**src/rtl/vrf_read_arbiter.sv**
```systemverilog
// Round-robin arbiter sharing the VRF read ports among the v_lane requesters, with per-port read-latency tracking.
// Optional build macro VRF_RD_ARB_PRIO0_EN: requester 0 gets strict priority on port 0.
module vrf_read_arbiter #(
  parameter int REQ_NUM      = 8,
  parameter int R_PORTS_NUM  = 4,
  parameter int MEM_DEPTH    = 512,
  parameter int MEM_WIDTH    = 32,
  parameter int READ_LATENCY = 2,
  localparam int ADDR_W      = $clog2(MEM_DEPTH),
  localparam int ID_W        = $clog2(REQ_NUM)
) (
  input  logic                             clk,
  input  logic                             rstn,
  input  logic [REQ_NUM-1:0]               req_valid_i,
  input  logic [REQ_NUM*ADDR_W-1:0]        req_addr_i,
  output logic [REQ_NUM-1:0]               req_ready_o,
  output logic [R_PORTS_NUM*ADDR_W-1:0]    raddr_o,
  output logic [R_PORTS_NUM-1:0]           ren_o,
  output logic [R_PORTS_NUM-1:0]           oreg_en_o,
  input  logic [R_PORTS_NUM*MEM_WIDTH-1:0] dout_i,
  output logic [REQ_NUM-1:0]               rsp_valid_o,
  output logic [REQ_NUM*MEM_WIDTH-1:0]     rsp_data_o,
  output logic                             busy_o
);

  logic [ID_W-1:0]         rr_ptr;
  logic [ID_W-1:0]         nxt_ptr;
  logic [ID_W-1:0]         port_id [R_PORTS_NUM];
  logic [READ_LATENCY-1:0] pipe_v  [R_PORTS_NUM];
  logic [ID_W-1:0]         pipe_id [R_PORTS_NUM][READ_LATENCY];

  // Scan from rr_ptr; the n-th valid requester found lands on port n.
  always_comb begin
    int              cnt;
    logic [ID_W-1:0] idx;
    logic            skip;
    cnt         = 0;
    idx         = '0;
    skip        = 1'b0;
    nxt_ptr     = rr_ptr;
    req_ready_o = '0;
    ren_o       = '0;
    raddr_o     = '0;
    for (int p = 0; p < R_PORTS_NUM; p++) port_id[p] = '0;
`ifdef VRF_RD_ARB_PRIO0_EN
    if (req_valid_i[0]) begin
      req_ready_o[0]       = 1'b1;
      ren_o[0]             = 1'b1;
      raddr_o[ADDR_W-1:0]  = req_addr_i[ADDR_W-1:0];
      cnt                  = 1;
    end
`endif
    for (int k = 0; k < REQ_NUM; k++) begin
      idx = rr_ptr + ID_W'(k);
`ifdef VRF_RD_ARB_PRIO0_EN
      skip = (idx == '0);
`endif
      if (req_valid_i[idx] && !skip && cnt < R_PORTS_NUM) begin
        req_ready_o[idx] = 1'b1;
        for (int p = 0; p < R_PORTS_NUM; p++) begin
          if (p == cnt) begin
            ren_o[p]                     = 1'b1;
            raddr_o[p*ADDR_W +: ADDR_W]  = req_addr_i[idx*ADDR_W +: ADDR_W];
            port_id[p]                   = idx;
          end
        end
        nxt_ptr = idx + 1'b1;
        cnt     = cnt + 1;
      end
    end
  end

  always_ff @(posedge clk or negedge rstn) begin
    if (!rstn) begin
      rr_ptr <= '0;
      for (int p = 0; p < R_PORTS_NUM; p++) begin
        pipe_v[p] <= '0;
        for (int s = 0; s < READ_LATENCY; s++) pipe_id[p][s] <= '0;
      end
    end else begin
      rr_ptr <= nxt_ptr;
      for (int p = 0; p < R_PORTS_NUM; p++) begin
        pipe_v[p][0]  <= ren_o[p];
        pipe_id[p][0] <= port_id[p];
        for (int s = 1; s < READ_LATENCY; s++) begin
          pipe_v[p][s]  <= pipe_v[p][s-1];
          pipe_id[p][s] <= pipe_id[p][s-1];
        end
      end
    end
  end

  // A BRAM without output register has nothing to enable, so hold it on.
  generate
    if (READ_LATENCY >= 2) begin : g_oreg
      for (genvar p = 0; p < R_PORTS_NUM; p++) begin : g_port
        assign oreg_en_o[p] = pipe_v[p][READ_LATENCY-2];
      end
    end else begin : g_oreg_const
      assign oreg_en_o = '1;
    end
  endgenerate

  always_comb begin
    busy_o = 1'b0;
    for (int p = 0; p < R_PORTS_NUM; p++) busy_o = busy_o | (|pipe_v[p]);
  end

  always_comb begin
    rsp_valid_o = '0;
    rsp_data_o  = '0;
    for (int p = 0; p < R_PORTS_NUM; p++) begin
      if (pipe_v[p][READ_LATENCY-1]) begin
        rsp_valid_o[pipe_id[p][READ_LATENCY-1]] = 1'b1;
        rsp_data_o[pipe_id[p][READ_LATENCY-1]*MEM_WIDTH +: MEM_WIDTH] =
          dout_i[p*MEM_WIDTH +: MEM_WIDTH];
      end
    end
  end

endmodule

```
**config.mk**
```make
export PLATFORM = sky130hd
export DESIGN_NAME = vrf_read_arbiter
export DESIGN_NICKNAME = d
export VERILOG_FILES = /design/src/rtl/vrf_read_arbiter.sv
export SDC_FILE = /design/constraint.sdc
export NUM_CORES = 1
export LEC_CHECK = 0
export BUFFER_PORTS_ARGS = -buffer_cell sky130_fd_sc_hd__buf_2
export CAP_MARGIN = 0
export CELL_PAD_IN_SITES_DETAIL_PLACEMENT = 1
export CELL_PAD_IN_SITES_GLOBAL_PLACEMENT = 2
export CORE_AREA = 2 2 248 250
export DETAILED_ROUTE_END_ITERATION = 10
export DIE_AREA = 0 0 250 252
export GPL_TIMING_DRIVEN = 0
export MAX_ROUTING_LAYER = met4
export PLACE_DENSITY = 0.81
export SLEW_MARGIN = 40
export SYNTH_ARGS = -nofsm -noshare
export SYNTH_HDL_FRONTEND = slang
export SYNTH_SLANG_ARGS = --single-unit
export TNS_END_PERCENT = 1
```
**constraint.sdc**
```tcl
create_clock -name clk -period 11.9 [get_ports clk]
set_input_delay 1.785 -clock clk [delete_from_list [all_inputs] [get_ports clk]]
set_output_delay 1.785 -clock clk [all_outputs]
set_load 0.01 [all_outputs]
```
==> results by stage, run 1 <==
Floorplanning:
- The die outline height is 252 um.
- The die extent in x is 250 um.
- approximately 530 I/O pins were placed.
- Once the floorplan was initialized, standard cells occupied 27.8% of the core.
- The floorplan core area is 60100 um2.
- The die covers approximately 63000 um2.
- In this run the core area contains 90 standard-cell rows.

Worst setup path:
- The number of cells on the worst reg-to-reg path is 29.
- The origin of the worst setup path is rr_ptr[1].
- The top cell family by delay on the critical path is buffers and inverters.
- The worst endpoint required time is 10120 ps.
- The launching element type of the critical path is a register.
- The setup path with the least slack is of type register to primary output.
- The reg-to-reg critical path endpoint is oreg_en_o[0].
- The start of the worst register-to-register path is rr_ptr[1].
- Counting stages on the worst path, the most repeated cell is sky130_fd_sc_hd__inv_1.
- The cell at the slowest stage of the critical path is sky130_fd_sc_hd__ha_2.
- STA classifies the critical path endpoint as a primary output.
- On the worst path, the slowest cell contributes a delay of just over 600 ps.
- The arrival time of the worst setup path is 9610 ps.
- The termination of the worst setup path is raddr_o[3].
- The top fanout value on the critical path is 19.
- The critical path depth is 35.
- The worst reg-to-reg setup slack is 2630 ps.
- The buffering stage count on the worst path with inverters included is 16.

Logic synthesis:
- Yosys mapped a number of flops with a built-in enable equal to 0.
- The share of the yosys chip area belonging to registers is 5.25%.
- The primary flip-flop cell chosen by synthesis mapping is sky130_fd_sc_hd__dfrtp_1.
- Synthesis inferred 35 register bits.
- By area the synthesized netlist is led by sky130_fd_sc_hd__mux4_2 11%, sky130_fd_sc_hd__nand2_1 10%, sky130_fd_sc_hd__o21ai_0 9.1%.
- During synthesis, Yosys emitted a total of 0 warnings.
- The post-synthesis instance area is 16700 um2.
- The synthesized netlist devotes 41.8% of its cell area to compound gates.
- The top cell type by area accounts for 10.9% of the synthesized area.
- The mean area per synthesized cell is between 6 and 7 um2.
- By area, the combinational part of the netlist is dominated by compound AO/OA/AOI/OAI gates.
- Of the total synthesized cell area, the portion taken by XOR and XNOR cells is 0.517%.
- The number of nets handed over by synthesis was 2805.
- The area share of fa/ha/maj cells after synthesis is under 10%.
- The async set-reset flop share out of synthesis is 100%.
- The cell accounting for the most synthesized area is sky130_fd_sc_hd__mux4_2.
- Summing the areas of all and, or, nand and nor instances in the mapped netlist gives 23.0% of the synthesized area.
- Multiplexer cells account for 18.6% of the synthesized area.
- Synthesis produced a netlist whose cell count is ~2600.
- The number of different library cells in the post-synthesis netlist is 69.

Clocking:
- The cts-stage hold buffer count is 0.
- The clock root buffer master is sky130_fd_sc_hd__clkbuf_16.
- The clock drives 35 sinks.
- TritonCTS built the clock tree.
- The clock latency on the worst-skew pair is 270 ps.
- The deepest clock path buffer count is 2.
- CTS built an H-tree with a depth of 2.
- Buffers inserted during clock tree synthesis total 5.
- Clock-pin slew was measured on the worst setup and hold paths at 50 ps.

Final layout:
- The area added between synthesis and finish is 23.8%.
- The multi-input combinational cells in the finished layout cover a total of between 10000 and 15000 um2.
- Of the cells placed in the final design, the portion with a size suffix greater than 1 is about a quarter.
- The number of nets in the layout is roughly 3300.
- The sequential cell area is 876 um2.
- The number of fill cells is just under 8000.

Place:
- The HPWL after detailed placement is between 100000 and 150000 um.
- The congestion estimate from routability-driven global placement came to 1.11.
- In this run the tool buffered the top-level ports with 518 buffer cells.

GRT:
- The number of antenna violations at the first check in global routing is 17.
- The first-pass GRT wire length is 204000 um.
- The total overflow reported by the global router is 0.
- The total routing resource utilization after global routing is 46.0%.
- The number of global-route vias before repair is between 20000 and 30000.
- The largest net degree at the start of global routing is 36.

Routing:
- The mean routed wirelength per cell is roughly 38 um.
- The via total after detailed routing is between 20000 and 30000.
- The count of unresolved DRC violations after routing is 0.
- The number of design-rule violations left by the first detailed-router iteration is 3603.
- Using the TritonRoute via totals, the vias-per-cell ratio works out to between 6 and 7.
- The count of nets left with antenna violations once routing finished came out at 0.
- The first-pass iteration count of the detailed router is 8.
- The final wirelength is 148000 um.

Timing:
- Setup repair after global routing left no endpoint under its margin.
- The clock tree skew after final layout is 2.09 ps.
- For the pin with the worst max-slew slack, the measured transition is 1020 ps.
- The highest clock rate is ~0.088 GHz.
- The accumulated negative setup slack is 0 ps.
- The final number of hold-violating endpoints is 0.
- The number of pins exceeding their max-slew limit in the final report was 0.
- Headroom to the max-slew limit came out at 31.7%.
- The post-route clock period utilization is around 96%.
- The minimum clock period after layout is 11400 ps.
- Setup violations remaining at the end of the flow were counted as 0.

Outcome:
- The run finished with clean final reports.

Flow run:
- The tool flagged a number of max-cap violations equal to 0.

Hold path:
- The path class of the tightest hold or removal check is register to register.
metrics by stage:
stage | utilization (%) | area (um2) | cells | setup slack (ps) | hold WS [ps]
after floorplan | - | 16700 | 2553 | 2410 | 331
after global placement | 33.7 | 20300 | 3853 | -1420 | 333
after detailed placement | 34.0 | 20400 | 3862 | -1440 | 336
after CTS | 34.2 | 20600 | 3867 | 35.0 | 345
after global routing | 34.4 | 20700 | 3882 | 18.6 | 359
final | 34.4 | 20700 | 3885 | 502 | 345
cell usage after synthesis, types with 29 or more instances:
cell,number
sky130_fd_sc_hd__dfrtp_1,35
sky130_fd_sc_hd__o211ai_1,126
sky130_fd_sc_hd__nand3_1,109
sky130_fd_sc_hd__clkbuf_1,248
sky130_fd_sc_hd__nor2_1,148
sky130_fd_sc_hd__o21ai_0,305
sky130_fd_sc_hd__o22ai_1,71
sky130_fd_sc_hd__a22oi_1,52
sky130_fd_sc_hd__mux2i_1,103
sky130_fd_sc_hd__a31oi_1,64
sky130_fd_sc_hd__buf_1,32
sky130_fd_sc_hd__o221ai_1,32
sky130_fd_sc_hd__nand4_1,34
sky130_fd_sc_hd__ha_1,42
sky130_fd_sc_hd__inv_1,29
sky130_fd_sc_hd__a21oi_1,174
sky130_fd_sc_hd__a221o_1,86
sky130_fd_sc_hd__nand2_1,458
sky130_fd_sc_hd__mux4_2,81
repair_timing:
item	4_1_cts	5_1_grt
setup endpoints to repair	48	40
gates resized for setup	3	10
gates cloned	0	0
setup buffers	0	0
layout make-up:
cell class	instances	share of cell area (%)
timing repair buffer	527	12.8
antenna	18	0.218
sequential	35	4.24
inverter	32	0.581
multi-input combinational	2187	71.0
clock buffer	6	0.623
clock inverter	2	0.0605
buffer	296	5.78
tap	782	4.73
routing by layer:
layer / up-vias / share of wire, % / global-route usage (%)
li1: 11000 / - / -
met1: 13200 / 35 / 50.1
met2: 2266 / 45 / 73.3
met3: 715 / 11 / 10.8
met4: 0 / 9.3 / 34.4
met5: - / 0 / -
registers in the layout (all words and copies together) (netlist names):
register,count
pipe_id,24
oreg_en_o,4
pipe_v,4
rr_ptr,3
how the worst min path moves through the flow:
stage | from | to | slack, ps | cells after the start
after CTS | pipe_id[11] | pipe_id[8] | 340 | 0
after detailed placement | pipe_id[11] | pipe_id[8] | 340 | 0
final | pipe_id[11] | pipe_id[8] | 340 | 0
after floorplan | pipe_id[3] | pipe_id[0] | 330 | 0
after global placement | pipe_id[5] | pipe_id[2] | 330 | 0
after global routing | pipe_id[22] | pipe_id[19] | 360 | 0
layout by cell type (no fill, tap or decap), drive strengths merged, types with 7 or more instances in the layout:
cell type	instances
and2	22
mux2i	103
nor3	18
diode	18
or3	8
a21oi	174
a221oi	23
nand4	34
o211ai	126
a31o	10
nor2b	12
a31oi	64
a22oi	52
buf	572
dfrtp	35
xnor2	7
nor3b	13
a32oi	11
nor4	10
o311ai	8
nand3	109
a311oi	24
o221ai	32
ha	42
a211o	18
o22ai	71
a221o	86
clkbuf	257
inv	29
and3	17
o21ai	307
mux4	81
nor2	148
nand2	458
mux2	23
logic make-up after synthesis:
| family | count (synthesis) |
|---|---|
| flops | 35 |
| compound gates | 1055 |
| xor+xnor | 9 |
| buf+inv | 331 |
| mux | 207 |
| simple gates | 874 |
| fa+ha+maj | 42 |
Power of run 1 is left out: the tool's default activity adds up to more than one toggle a clock period on the data nets, which glitch-free logic cannot reach.
==> run 2, diff against run 1 <==
--- a/config.mk
+++ b/config.mk
@@ -10,6 +10,7 @@
 export CELL_PAD_IN_SITES_DETAIL_PLACEMENT = 1
 export CELL_PAD_IN_SITES_GLOBAL_PLACEMENT = 2
 export CORE_AREA = 2 2 248 250
+export CTS_BUF_LIST = sky130_fd_sc_hd__clkbuf_16
 export DETAILED_ROUTE_END_ITERATION = 10
 export DIE_AREA = 0 0 250 252
 export GPL_TIMING_DRIVEN = 0
==> run 2 against run 1 <==
Via count about the same. Sequential share of layout area unchanged. Flip-flop and latch count unchanged. Setup slack improved by 4.9 ps. Register-to-register slack about the same. Global-route usage unchanged. Fmax about the same. Non-clock buffer count unchanged. Core utilization unchanged. Cell count unchanged. Largest cell class unchanged. Highest routed layer unchanged.
==> results by stage, run 2 (synthesis results as in run 1) <==
Worst setup path:
- The buffering stage count on the worst path with inverters included is 16 (unchanged).
- STA classifies the critical path endpoint as a primary output.
- The top fanout value on the critical path was 19 (unchanged).
- Among all stages on the critical path, the largest delay is contributed by sky130_fd_sc_hd__ha_2.
- By instance count, the cell type seen most on the critical path is sky130_fd_sc_hd__inv_1.
- The arrival time of the worst setup path came to 9610 ps (about the same).
- The critical path is of the register to primary output type.
- Grouping stages by cell kind, the critical path spends the most delay in buffers and inverters.
- The launching element type of the critical path is a register.
- The delay contributed by the slowest stage of the critical path is 620 ps (about the same).
- The worst endpoint required time was 10120 ps (about the same).

Timing:
- Setup repair after global routing left no endpoint under its margin.
- The count of final setup violators is 0 (unchanged).
- The slew at the pin closest to its max-slew limit came to 1000 ps (-15.2 ps).
- The number of pins exceeding their max-slew limit in the final report came to 0 (unchanged).
- The post-route clock period utilization is 95.7% (about the same).
- The highest clock rate is 0.0878 GHz (about the same).
- The final number of hold-violating endpoints was 0 (unchanged).
- The minimum clock period after layout is 11390 ps (-4.92 ps).
- The clock tree skew after final layout came to 2.23 ps (+0.138 ps).
- The worst relative slew slack is 32.7% (+1.0 points).
- The minimum setup slack in the final design is 506 ps (+4.92 ps).
- The worst hold slack came to 345 ps (-0.0710 ps).

Routing:
- The routed length on met2 is 66800 um (-0.25%).
- The via count normalized by instance count is 7.00 (about the same).
- The count of unresolved DRC violations after routing is 0 (unchanged).
- The mean routed wirelength per cell is 38.2 um (about the same).
- The remaining antenna violation count is 0 (unchanged).
- The post-route met1 wirelength is 52000 um (+0.15%).
- The final wirelength was 148000 um (about the same).
- The detailed-routed wire length on met3 is 15800 um (-0.23%).
- The detailed router used layers up to and including met4.
- The via total after detailed routing is 27200 (-0.037%).
- The first-pass iteration count of the detailed router is 7 (-1).
- The number of design-rule violations left by the first detailed-router iteration is 3604 (+0.028%).

Clocking:
- The deepest clock path buffer count is 2 (unchanged).
- The number of clock sinks seen by CTS came to 35 (unchanged).
- TritonCTS built the clock tree.
- The level count of the clock H-tree is 2 (unchanged).
- The clock-pin slew on the worst setup and hold paths is 50 ps (about the same).
- The clock latency on the worst-skew pair is 270 ps (about the same).
- The tree is rooted in a sky130_fd_sc_hd__clkbuf_16.
- The number of buffers added by the clock tree synthesis step was 5 (unchanged).
- The cts-stage hold buffer count is 0 (unchanged).

GRT:
- The total routing resource utilization after global routing is 46.0% (unchanged).
- The first-pass GRT wire length was 204000 um (unchanged).
- The number of global-route vias before repair is 26800 (unchanged).
- The largest net degree at the start of global routing is 36 (unchanged).
- The number of antenna violations at the first check in global routing is 17 (unchanged).
- The total overflow reported by the global router came to 0 (unchanged).

Final layout:
- The proportion of layout cells with a drive suffix above 1 is 23.7% (unchanged).
- The library cells used most frequently in the layout, excluding fill and tap cells, are 543 x sky130_fd_sc_hd__buf_2, 458 x sky130_fd_sc_hd__nand2_1, 302 x sky130_fd_sc_hd__o21ai_0.
- The post-layout utilization of the core is 34.4% (unchanged).
- The library cell used most frequently in the layout, excluding fill and tap cells, is sky130_fd_sc_hd__buf_2.
- The register with the highest flop count is pipe_id.
- The flip-flop count of the largest register, all copies and words added is 24 (unchanged).
- The number of nets in the layout is 3336 (unchanged).
- The number of cells in the finished layout apart from fillers is 3885 (unchanged).
- The area added between synthesis and finish came to 23.8% (unchanged).

Floorplanning:
- The die outline area is 63000 um2 (unchanged).
- The starting density of the core is 27.8% (unchanged).
- The floorplan core area was 60100 um2 (unchanged).
- The die outline height is 252 um (unchanged).
- The die extent in x is 250 um (unchanged).
- The number of rows created at floorplan is 90 (unchanged).
- The top-level port count is 527 (unchanged).

Place:
- The worst setup slack after placement is -1440 ps (unchanged).
- The HPWL after detailed placement is 121000 um (unchanged).
- The count of buffers from port buffering is 518 (unchanged).
- The weighted congestion reported at the end of routability-driven placement is 1.11 (unchanged).
- The cell total after placement is 3862 (unchanged).

Outcome:
- The run finished with clean final reports.

Hold path:
- The class of the most critical hold timing path is register to register.

Flow run:
- The reported max-cap violation count is 0 (unchanged).
-- run 2: what timing repair did --
action                                  CTS  global route
resized for setup                         3            10
buffers inserted                          0             0
gates cloned                              0             0
endpoints found under the setup margin   48            40
-- run 2: worst paths after layout --
| path | startpoint | to | slack, ps | cells after the start |
|---|---|---|---|---|
| min in group asynchronous | rstn | rr_ptr[1] | 1440 | 1 |
| worst max register to register | rr_ptr[1] | oreg_en_o[0] | 2630 | 29 |
| worst min register to register | pipe_id[11] | pipe_id[8] | 340 | 0 |
| max in group asynchronous | rstn | pipe_id[21] | 10150 | 1 |
| worst max-delay path | rr_ptr[1] | raddr_o[3] | 510 | 35 |
| worst min-delay path | pipe_id[11] | pipe_id[8] | 340 | 0 |
-- run 2: layout make-up --
class	instances	area, um2
Fill cell	7917	39500
Multi-Input combinational cell	2187	14700
Timing Repair Buffer	527	2650
Buffer	296	1190
Tap cell	782	978
Sequential cell	35	876
Clock buffer	5	125
Inverter	32	120
Antenna cell	18	45.0
Clock inverter	3	16.3
-- run 2: through the flow --
stage | TNS, ps | area, um2
2_1_floorplan | 0 | 16700
3_3_place_gp | -52100 | 20300
3_5_place_dp | -56390 | 20400
4_1_cts | 0 | 20600
5_1_grt | 0 | 20700
6_report | 0 | 20700
-- run 2: per-layer routing --
layer  vias to the layer above  track usage (%)
met2                      2247             73.3
met5                         -                -
met4                         0             34.4
li1                      11000                -
met3                       724             10.8
met1                     13200             50.1
Power of run 2 is left out for the same reason.
